==> src/rtl/timing_pulse_sequencer.sv <==
// Timing pulse sequencer: registered one-hot train of NUM_PULSES timing
// pulses (TP1..TPn) pacing each memory cycle (MCT), with stall, halt at
// cycle boundary, single-cycle step and a wrapping MCT counter.
module timing_pulse_sequencer #(
  parameter int NUM_PULSES = 12,
  parameter int PH_W       = $clog2(NUM_PULSES),
  parameter int MCT_W      = 16
) (
  input  logic                  clk,
  input  logic                  rst_n,
  input  logic                  run,
  input  logic                  step,
  input  logic                  halt,
  input  logic                  stall,
  output logic [NUM_PULSES-1:0] tp,
  output logic [PH_W-1:0]       phase,
  output logic                  active,
  output logic                  mct_end,
  output logic [MCT_W-1:0]      mct_count
);

  typedef enum logic {
    ST_IDLE = 1'b0,
    ST_RUN  = 1'b1
  } state_e;

  localparam logic [PH_W-1:0]       LAST_PHASE = PH_W'(NUM_PULSES - 1);
  localparam logic [NUM_PULSES-1:0] TP_FIRST   = NUM_PULSES'(1);

  state_e                  state_q, state_d;
  logic [PH_W-1:0]         phase_q, phase_d;
  logic [NUM_PULSES-1:0]   tp_q, tp_d;
  logic                    mct_end_q, mct_end_d;
  logic [MCT_W-1:0]        mct_count_q, mct_count_d;
  logic                    single_q, single_d;

  // Next-state and next-output logic for the IDLE/RUN sequencer.
  always_comb begin
    // NOTE: every signal gets a default first so no path leaves one
    // unassigned; otherwise synthesis infers a latch.
    state_d     = state_q;
    phase_d     = phase_q;
    tp_d        = tp_q;
    mct_end_d   = 1'b0;
    mct_count_d = mct_count_q;
    single_d    = single_q;

    unique case (state_q)
      ST_IDLE: begin
        tp_d    = '0;
        phase_d = '0;
        // run outranks step; stall has no meaning before a cycle starts.
        if (run && !halt) begin
          state_d  = ST_RUN;
          tp_d     = TP_FIRST;
          single_d = 1'b0;
        end else if (step) begin
          state_d  = ST_RUN;
          tp_d     = TP_FIRST;
          single_d = 1'b1;
        end
      end

      ST_RUN: begin
        if (!stall) begin
          if (phase_q == LAST_PHASE) begin
            // Cycle end: halt/run are only honoured here, so a started
            // MCT always runs all of its pulses.
            mct_end_d   = 1'b1;
            mct_count_d = mct_count_q + 1'b1;
            if (single_q || !run || halt) begin
              state_d  = ST_IDLE;
              tp_d     = '0;
              phase_d  = '0;
              single_d = 1'b0;
            end else begin
              phase_d = '0;
              tp_d    = TP_FIRST;
            end
          end else begin
            phase_d = phase_q + 1'b1;
            tp_d    = tp_q << 1;
          end
        end
      end

      default: begin
        state_d = ST_IDLE;
        tp_d    = '0;
        phase_d = '0;
      end
    endcase
  end

  // State and output registers; every output comes straight from here.
  // NOTE: reset is asynchronous so outputs clear immediately, even mid-cycle,
  // and state uses non-blocking assignments so all flops update together.
  always_ff @(posedge clk or negedge rst_n) begin
    if (!rst_n) begin
      state_q     <= ST_IDLE;
      phase_q     <= '0;
      tp_q        <= '0;
      mct_end_q   <= 1'b0;
      mct_count_q <= '0;
      single_q    <= 1'b0;
    end else begin
      state_q     <= state_d;
      phase_q     <= phase_d;
      tp_q        <= tp_d;
      mct_end_q   <= mct_end_d;
      mct_count_q <= mct_count_d;
      single_q    <= single_d;
    end
  end

  assign tp        = tp_q;
  assign phase     = phase_q;
  assign active    = (state_q == ST_RUN);
  assign mct_end   = mct_end_q;
  assign mct_count = mct_count_q;

endmodule

==> config.mk <==
export PLATFORM = sky130hd
export DESIGN_NAME = timing_pulse_sequencer
export DESIGN_NICKNAME = d
export VERILOG_FILES = /design/src/rtl/timing_pulse_sequencer.sv
export SDC_FILE = /design/constraint.sdc
export NUM_CORES = 1
export LEC_CHECK = 0
export CORE_MARGIN = 10
export CORE_UTILIZATION = 50
export DETAILED_ROUTE_END_ITERATION = 7
export PLACE_DENSITY = 0.82
export SKIP_CTS_REPAIR_TIMING = 1
export SLEW_MARGIN = 10
export SYNTH_ARGS = -nofsm -noshare
export SYNTH_HDL_FRONTEND = slang
export SYNTH_SLANG_ARGS = --single-unit
==> constraint.sdc <==
create_clock -name clk -period 3.3 [get_ports clk]
set_clock_uncertainty 0.15 [all_clocks]
set_input_delay 0.66 -clock clk [delete_from_list [all_inputs] [get_ports clk]]
set_output_delay 0.66 -clock clk [all_outputs]
set_load 0.01 [all_outputs]
* Yosys cells after proc, flatten, opt, wreduce, memory -nomap -nowiden
Index checks and enable logic that the tools add are counted.
** Storage, ports and cells
- Register bits after elaboration :: 35
- Input bits :: 6
** Operators by class
- $add $sub $neg :: 2
- Muxes and demuxes :: 24
- Bitwise logic cells :: 2
- Reduce and logical (&&, ||, !) cells :: 7
- Equal/unequal tests :: 5
** Operator list (count)
- $mux W12 :: 2
- $pmux W12 S2 :: 1
- $add A16 B1 Y16 const B :: 1
- $mux W1 :: 16
- $mux W4 :: 2
- $pmux W4 S2 :: 1
- $add A4 B1 Y4 const B :: 1
- $eq A4 B4 Y1 const B :: 1
- $ne A2 B1 Y1 const B :: 2
- $pmux W1 S2 :: 2
- $reduce_and A4 Y1 :: 1
- $ne A3 B3 Y1 const B :: 1
- $reduce_and A3 Y1 :: 1
- $logic_not A1 Y1 :: 2
- $logic_or A1 B1 Y1 :: 2
- $ne A2 B2 Y1 const B :: 1
- $not A1 Y1 :: 2
- $logic_and A1 B1 Y1 :: 1

* Depth between registers and ports, before layout
Gate-level depths: netlist of run 1.
- Depth in word-level cells :: 7
- Gate-level depth with buffers :: 6
- Mapped depth without buffers :: 5

* Worst setup path after synthesis of run 1
OpenSTA, ideal clock, no wires.
- Kind :: input -> register
- From :: input stall
- To :: register mct_count_q[1], in the netlist mct_count[1]
- Cell stages on the path :: 5
- Path buffers :: 2
- Setup time :: 0.125 ns
- Data arrival time :: 1.644 ns
- Data required time :: 3.025 ns
- Path slack :: 1.381 ns
- Cells stage by stage :: buf_6 > and4bb_4 > and2_1 > buf_4 > mux2_4
** Between the ends
- Longest elaborated chain between the ends :: 2
** RTL lines
- start: declaration :: RTL line 14 : input logic stall,
- $not A1 Y1 (no line)
- $reduce_and A3 Y1 (no line)
- end signal: assignment :: RTL line 111 : mct_count_q <= mct_count_d;
- end: declaration :: RTL line 34 : logic [MCT_W-1:0] mct_count_q, mct_count_d;
Every way passes these cells.
A chain may end at the register's enable or synchronous reset.

* Final worst setup path of run 1
- From :: register state_q, in the netlist active
- To :: output active
** RTL lines
- start: declaration :: RTL line 30 : state_e state_q, state_d;
- start signal: assignment :: RTL line 107 : state_q <= state_d;
- end: declaration :: RTL line 17 : output logic active,
No word-level cell between the ends.

==> summary.txt, run 1 <==
Routed vias: 1131
Pin count of the biggest net entering global routing: 36
TritonCTS clock tree: done
Endpoint type of the worst setup path: primary output
Synth cell count leaders: dfrtp_1, a22o_1, xnor2_1
Syn Std Cell Area: 1530 sq um
Worst Path Buf+Inv: 1
Final std cells w/o fill: 201
Initial antenna violation count: 0
Top cells by area, synth: dfrtp_1, a22o_1, xnor2_1, xor2_1, and2_1
Dominant cell type by area after synthesis: dfrtp_1
Arr. time, crit path: 1.47 ns
DR pass1 iterations: 4
Number of global-route vias before repair: 1194
EDFF count, synth: 0
Yosys reg bits: 35
Worst-Margin Slew: 0.430 ns
Grt ovf: 0
Slew HR: 71.4%
Nets: 178
Levels on crit path: 1
Initial core utilization: 54.0%
Synth Area in Compound Gates: 10.2%
Core ar.: 2830 sq um
Layout cells sized above 1: 8.24%
Post-Syn Nets: 135
Floorplan die area: 5670 sq um
Post-Synth Simple-Gate Area: 16.9%
Hold Slack: 0.319 ns
Switch Pwr: 0.357 mW
Final setup TNS: 0 ns
Max incr delay on CP: 0.61 ns
Max_cap viols: 0
Pins Over Slew Limit: 0
Final setup viols: 0
Port bufs: 39
Max Freq: 0.439 GHz
Final core occ: 70.5%
Worst setup path class: register to primary output
Crit path launch type: register
Initial DRC Count: 66
Syn_area_per_cell: 12.0 sq um
Synth top area share: 57.3%
DRC: 0
Post-synthesis cell count: 127
# rows: 19
Xor/xnor share of the synthesized area: 8.60%
Total GRT Usage: 13.6%
Internal Power: 0.787 mW
Routed Antenna Nets: 0
Hold Crit Class: register to register
Placed insts: 194
Logic pwr share: 29.1%
Outcome: complete, no violations
Crit path time final: 2.28 ns
Synth Warn #: 0
Most numerous cell in the Yosys netlist: dfrtp_1
Die H: 75.3 um
Sequential power share: 50.1%
Later-pin clock latency in the skew report: 0.34 ns
Worst hold path depth: 1
Routed wire length: 3530 um
DR vias/cell: 5.63
Crit-path cells: clkdlybuf4s50_1
Synth Area in Adders: 1.64%
H-tree Lvls: 2
Worst Reg-to-Reg Cells: 5
RSZ-0062 raised after global routing: false
TritonCTS Buffers: 5
Req. time, crit path: 2.49 ns
Setup WS post-layout: 1.02 ns
Slowest cell on crit path: clkdlybuf4s50_1
Routed WL per cell: 17.6 um
CP delay by family, top: buffers and inverters
Clock Power Share: 20.8%
Pre-CTS WS: 0.799 ns
Synth cell types: 33
Fraction of registers with async set/reset: 100%
CTS Sinks: 35
Cell leakage power: 0.908 nW
Final hold violations: 0
Top FF cell, synth: dfrtp_1
Sequential cell area fraction in the yosys report: 57.3%
Mux contribution to synthesized area: 2.38%
First-pass GRT wire length: 5820 um
Tcrit/Tclk final: 69.0%
Final HPWL from detailed placement: 2600 um
Area grow syn2layout: 30.5%
Root Driver: clkbuf_4
Die X-Extent: 75.3 um
Fill cell count: 217
Pwr Density: 574 nW/um^2
Sw Share: 31.2%
RD Place Congestion: 0.770
Clock transition at the registers of the reported paths: 0.10 ns
Clk buf depth: 2
Maximum fanout along the worst path: 11
IO Count: 40
Largest family of logic cells by synthesized area: simple AND/OR/NAND/NOR gates
Maximum VDD drop: 0.000369 V
Antenna Cells: 0
-- state kept, by name, indices dropped and copies added, names as in the netlist --
register   flops
mct_count     16
tp            12
phase          4
active         1
mct_end        1
single_q       1
-- routing by layer --
layer  vias to the layer above  track usage, %  part of all wire, %
met4                         0            8.45                  3.3
met5                         -               0                    0
met3                        11            6.18                  8.2
li1                        535               -                    -
met1                       549            15.4                   41
met2                        36            20.7                   47
-- through the flow --
step                      area, sq um  power, mW
final                            1990       1.14
after CTS                        1990       1.15
after global placement           1940      0.901
after floorplan                  1530      0.732
after detailed placement         1940      0.918
after global routing             1990       1.21
-- logic make-up (layout without fill, tap and decap cells) --
group / count (synthesis) / after routing
adder cells (fa/ha/maj): 2 / 2
multiplexers: 3 / 3
AO/OA/AOI/OAI: 21 / 21
buffers and inverters: 8 / 51
AND/OR/NAND/NOR: 43 / 43
XOR/XNOR: 15 / 15
flip-flops: 35 / 35
-- placed cells by master (no fill, tap or decap) --
cell	instances
nor2b_1	1
o32ai_1	1
clkbuf_8	1
mux2_4	1
and4_4	1
o21ai_0	4
and4bb_2	1
dfrtp_1	35
a311oi_1	1
ha_1	2
clkinv_2	1
xor2_1	5
xnor2_1	10
clkdlybuf4s50_1	39
mux2_2	1
inv_1	3
nand2b_1	1
nand3_1	2
and3_1	5
nor2_1	6
clkbuf_4	5
nand2_1	8
and2_1	6
nand4_1	5
a21oi_1	3
buf_4	2
nand3b_1	1
nor3_1	2
mux2i_1	1
or4_1	1
and4_1	2
and4bb_4	1
a22o_1	11
a31oi_1	1
-- power by group through the flow --
stage               Sequential [mW]  Clock (mW)  Combinational [mW]
finish                        0.573       0.238               0.332
global route                  0.586       0.260               0.364
CTS                           0.573       0.242               0.338
detailed placement            0.581           0               0.337
global placement              0.574           0               0.327
floorplan                     0.594           0               0.138
-- path summary, 6_finish.rpt --
kind,slack (ns),startpoint,end
setup reg to reg,1.51,phase[0]$_DFFE_PN0P_,mct_count[6]$_DFFE_PN0P_
max in group asynchronous,2.12,rst_n,tp[11]$_DFFE_PN0P_
setup / recovery,1.02,active$_DFF_PN0_,active
min in group asynchronous,0.56,rst_n,tp[5]$_DFFE_PN0P_
hold / removal,0.32,mct_count[15]$_DFFE_PN0P_,mct_count[15]$_DFFE_PN0P_
hold reg to reg,0.32,mct_count[15]$_DFFE_PN0P_,mct_count[15]$_DFFE_PN0P_
-- worst register-to-register path, stage by stage, from the launching register on --
cell and delay, ns:
dfrtp_1 0.40, ha_1 0.25, and4bb_4 0.32, and3_1 0.24, nand3_1 0.15, xnor2_1 0.21
-- area by class of cell --
cell class	count	area [sq um]	area share (%)
flip-flops and latches	35	876	43.9
multi-input cells	84	606	30.4
repair buffers	41	405	20.3
clock buffers	6	51.3	2.57
well taps	31	38.8	1.95
inverters	3	11.3	0.565
clock inverters	1	5.00	0.251
Power figures use the tool's default switching activity.
==> inputs of run 2 (changes only) <==
--- a/config.mk
+++ b/config.mk
@@ -6,9 +6,9 @@
 export NUM_CORES = 1
 export LEC_CHECK = 0
 export CORE_MARGIN = 10
-export CORE_UTILIZATION = 50
+export CORE_UTILIZATION = 47
 export DETAILED_ROUTE_END_ITERATION = 7
-export PLACE_DENSITY = 0.82
+export PLACE_DENSITY = 0.78
 export SKIP_CTS_REPAIR_TIMING = 1
 export SLEW_MARGIN = 10
 export SYNTH_ARGS = -nofsm -noshare
==> constraint.sdc (replaced) <==
create_clock -name clk -period 2.2 [get_ports clk]
set_clock_uncertainty 0.15 [all_clocks]
set_input_delay 0.44 -clock clk [delete_from_list [all_inputs] [get_ports clk]]
set_output_delay 0.44 -clock clk [all_outputs]
set_load 0.01 [all_outputs]
==> run 2 against run 1 <==
Net effect:
- sequential cell count stayed put
- combinational power up 50%
- non-clock buffer count grew 1
- clock-buffer cell count rose by 2
- routed wire length fell by 3.2%
- sequential share of layout area shrank 0.79 points
- critical path depth unchanged
- via count grew 3.1%
- critical path type unchanged
- critical endpoint unchanged
- largest cell class unchanged
==> summary.txt, run 2 (synthesis results as in run 1) <==
RD Place Congestion: 0.722
Final setup viols: 0
Initial DRC Count: 89
Grt ovf: 0
Area grow syn2layout: 32.8%
Routed WL per cell: 15.8 um
Max reg flops: 16
Pwr Total: 1.77 mW
Endpoint type of the worst setup path: primary output
Clock Power Share: 22.8%
Number of global-route vias before repair: 1221
Clk buf depth: 2
Slowest cell on crit path: clkdlybuf4s50_1
Cell leakage power: 0.917 nW
Die H: 77.0 um
Clock transition at the registers of the reported paths: 0.11 ns
Switch Pwr: 0.543 mW
Slew HR: 71.5%
Crit-path cells: clkdlybuf4s50_1
TritonCTS clock tree: done
TritonCTS Buffers: 5
First-pass GRT wire length: 5910 um
Hold Crit Class: register to register
DRC: 0
Core ar.: 3080 sq um
RSZ-0062 raised after global routing: false
Maximum fanout along the worst path: 11
Worst-Margin Slew: 0.427 ns
DR pass1 iterations: 4
Total GRT Usage: 12.0%
Max incr delay on CP: 0.60 ns
Later-pin clock latency in the skew report: 0.34 ns
Routed wire length: 3420 um
H-tree Lvls: 2
Logic pwr share: 28.2%
Max Freq: 0.488 GHz
# rows: 20
Antenna Cells: 0
Tcrit/Tclk final: 93.2%
Pin count of the biggest net entering global routing: 36
Initial core utilization: 49.6%
Die X-Extent: 77.0 um
Req. time, crit path: 1.61 ns
Port bufs: 39
Final HPWL from detailed placement: 2570 um
Outcome: complete, no violations
DR vias/cell: 5.40
Pwr Density: 870 nW/um^2
Root Driver: clkbuf_4
Pins Over Slew Limit: 0
CP delay by family, top: buffers and inverters
Crit path launch type: register
Most common cell after layout, fill and taps aside: clkdlybuf4s50_1
Max_cap viols: 0
Layout cells sized above 1: 8.72%
Arr. time, crit path: 1.46 ns
Crit path time final: 2.05 ns
Maximum VDD drop: 0.000557 V
Nets: 179
Initial antenna violation count: 0
Internal Power: 1.22 mW
Sw Share: 30.8%
Routed Antenna Nets: 0
Most frequent cells in the layout: clkdlybuf4s50_1, dfrtp_1, a22o_1, xnor2_1, nand2_1
Sequential power share: 49.0%
CTS Sinks: 35
IO Count: 40
Routed vias: 1166
Final hold violations: 0
Floorplan die area: 5930 sq um
Worst Path Buf+Inv: 1
Hold Slack: 0.324 ns
Worst setup path class: register to primary output
-- run 2: stage by stage --
step	instances	area, sq um	setup WS, ns	util [%]	setup TNS (ns)
final	216	2030	0.149	65.9	0
after global routing	216	2030	0.0656	65.9	0
after CTS	216	2030	0.136	65.9	0
after detailed placement	208	1960	-0.00129	63.7	-0.00129
after global placement	208	1960	0.0727	63.7	0
after floorplan	127	1530	0.457	-	0
-- run 2: final timing paths --
| path | slack, ns | cells past startpoint | from | endpoint |
|---|---|---|---|---|
| min in group asynchronous | 0.35 | 2 | rst_n | phase[0]$_DFFE_PN0P_ |
| max in group asynchronous | 1.24 | 2 | rst_n | mct_count[4]$_DFFE_PN0P_ |
| max | 0.15 | 1 | active$_DFF_PN0_ | active |
| min | 0.32 | 1 | mct_count[15]$_DFFE_PN0P_ | mct_count[15]$_DFFE_PN0P_ |
| min reg2reg | 0.32 | 1 | mct_count[15]$_DFFE_PN0P_ | mct_count[15]$_DFFE_PN0P_ |
| max reg2reg | 0.37 | 4 | phase[0]$_DFFE_PN0P_ | mct_count[1]$_DFFE_PN0P_ |
-- run 2: routing by layer --
| layer | routed length [um] | up-vias | part of all wire, % | global-route usage (%) |
|---|---|---|---|---|
| met2 | 1700 | 38 | 50 | 20.2 |
| met5 | 0 | - | 0 | 0 |
| met4 | 39 | 0 | 1.1 | 4.20 |
| met1 | 1380 | 582 | 40 | 12.9 |
| li1 | - | 542 | - | - |
| met3 | 304 | 4 | 8.9 | 5.83 |
-- run 2: area by class of cell --
cell class              count  area [sq um]
inverters                   3          11.3
clock buffers               8          68.8
repair buffers             42           413
fillers                   250          1050
flip-flops and latches     35           876
well taps                  44          55.1
multi-input cells          84           606
-- run 2: power groups by stage --
stage                     sequential (mW)  combinational [mW]  clock, mW
after floorplan                     0.891               0.207          0
after CTS                           0.863               0.510      0.406
after global routing                0.881               0.550      0.440
final                               0.864               0.499      0.402
after global placement              0.862               0.488          0
after detailed placement            0.875               0.507          0
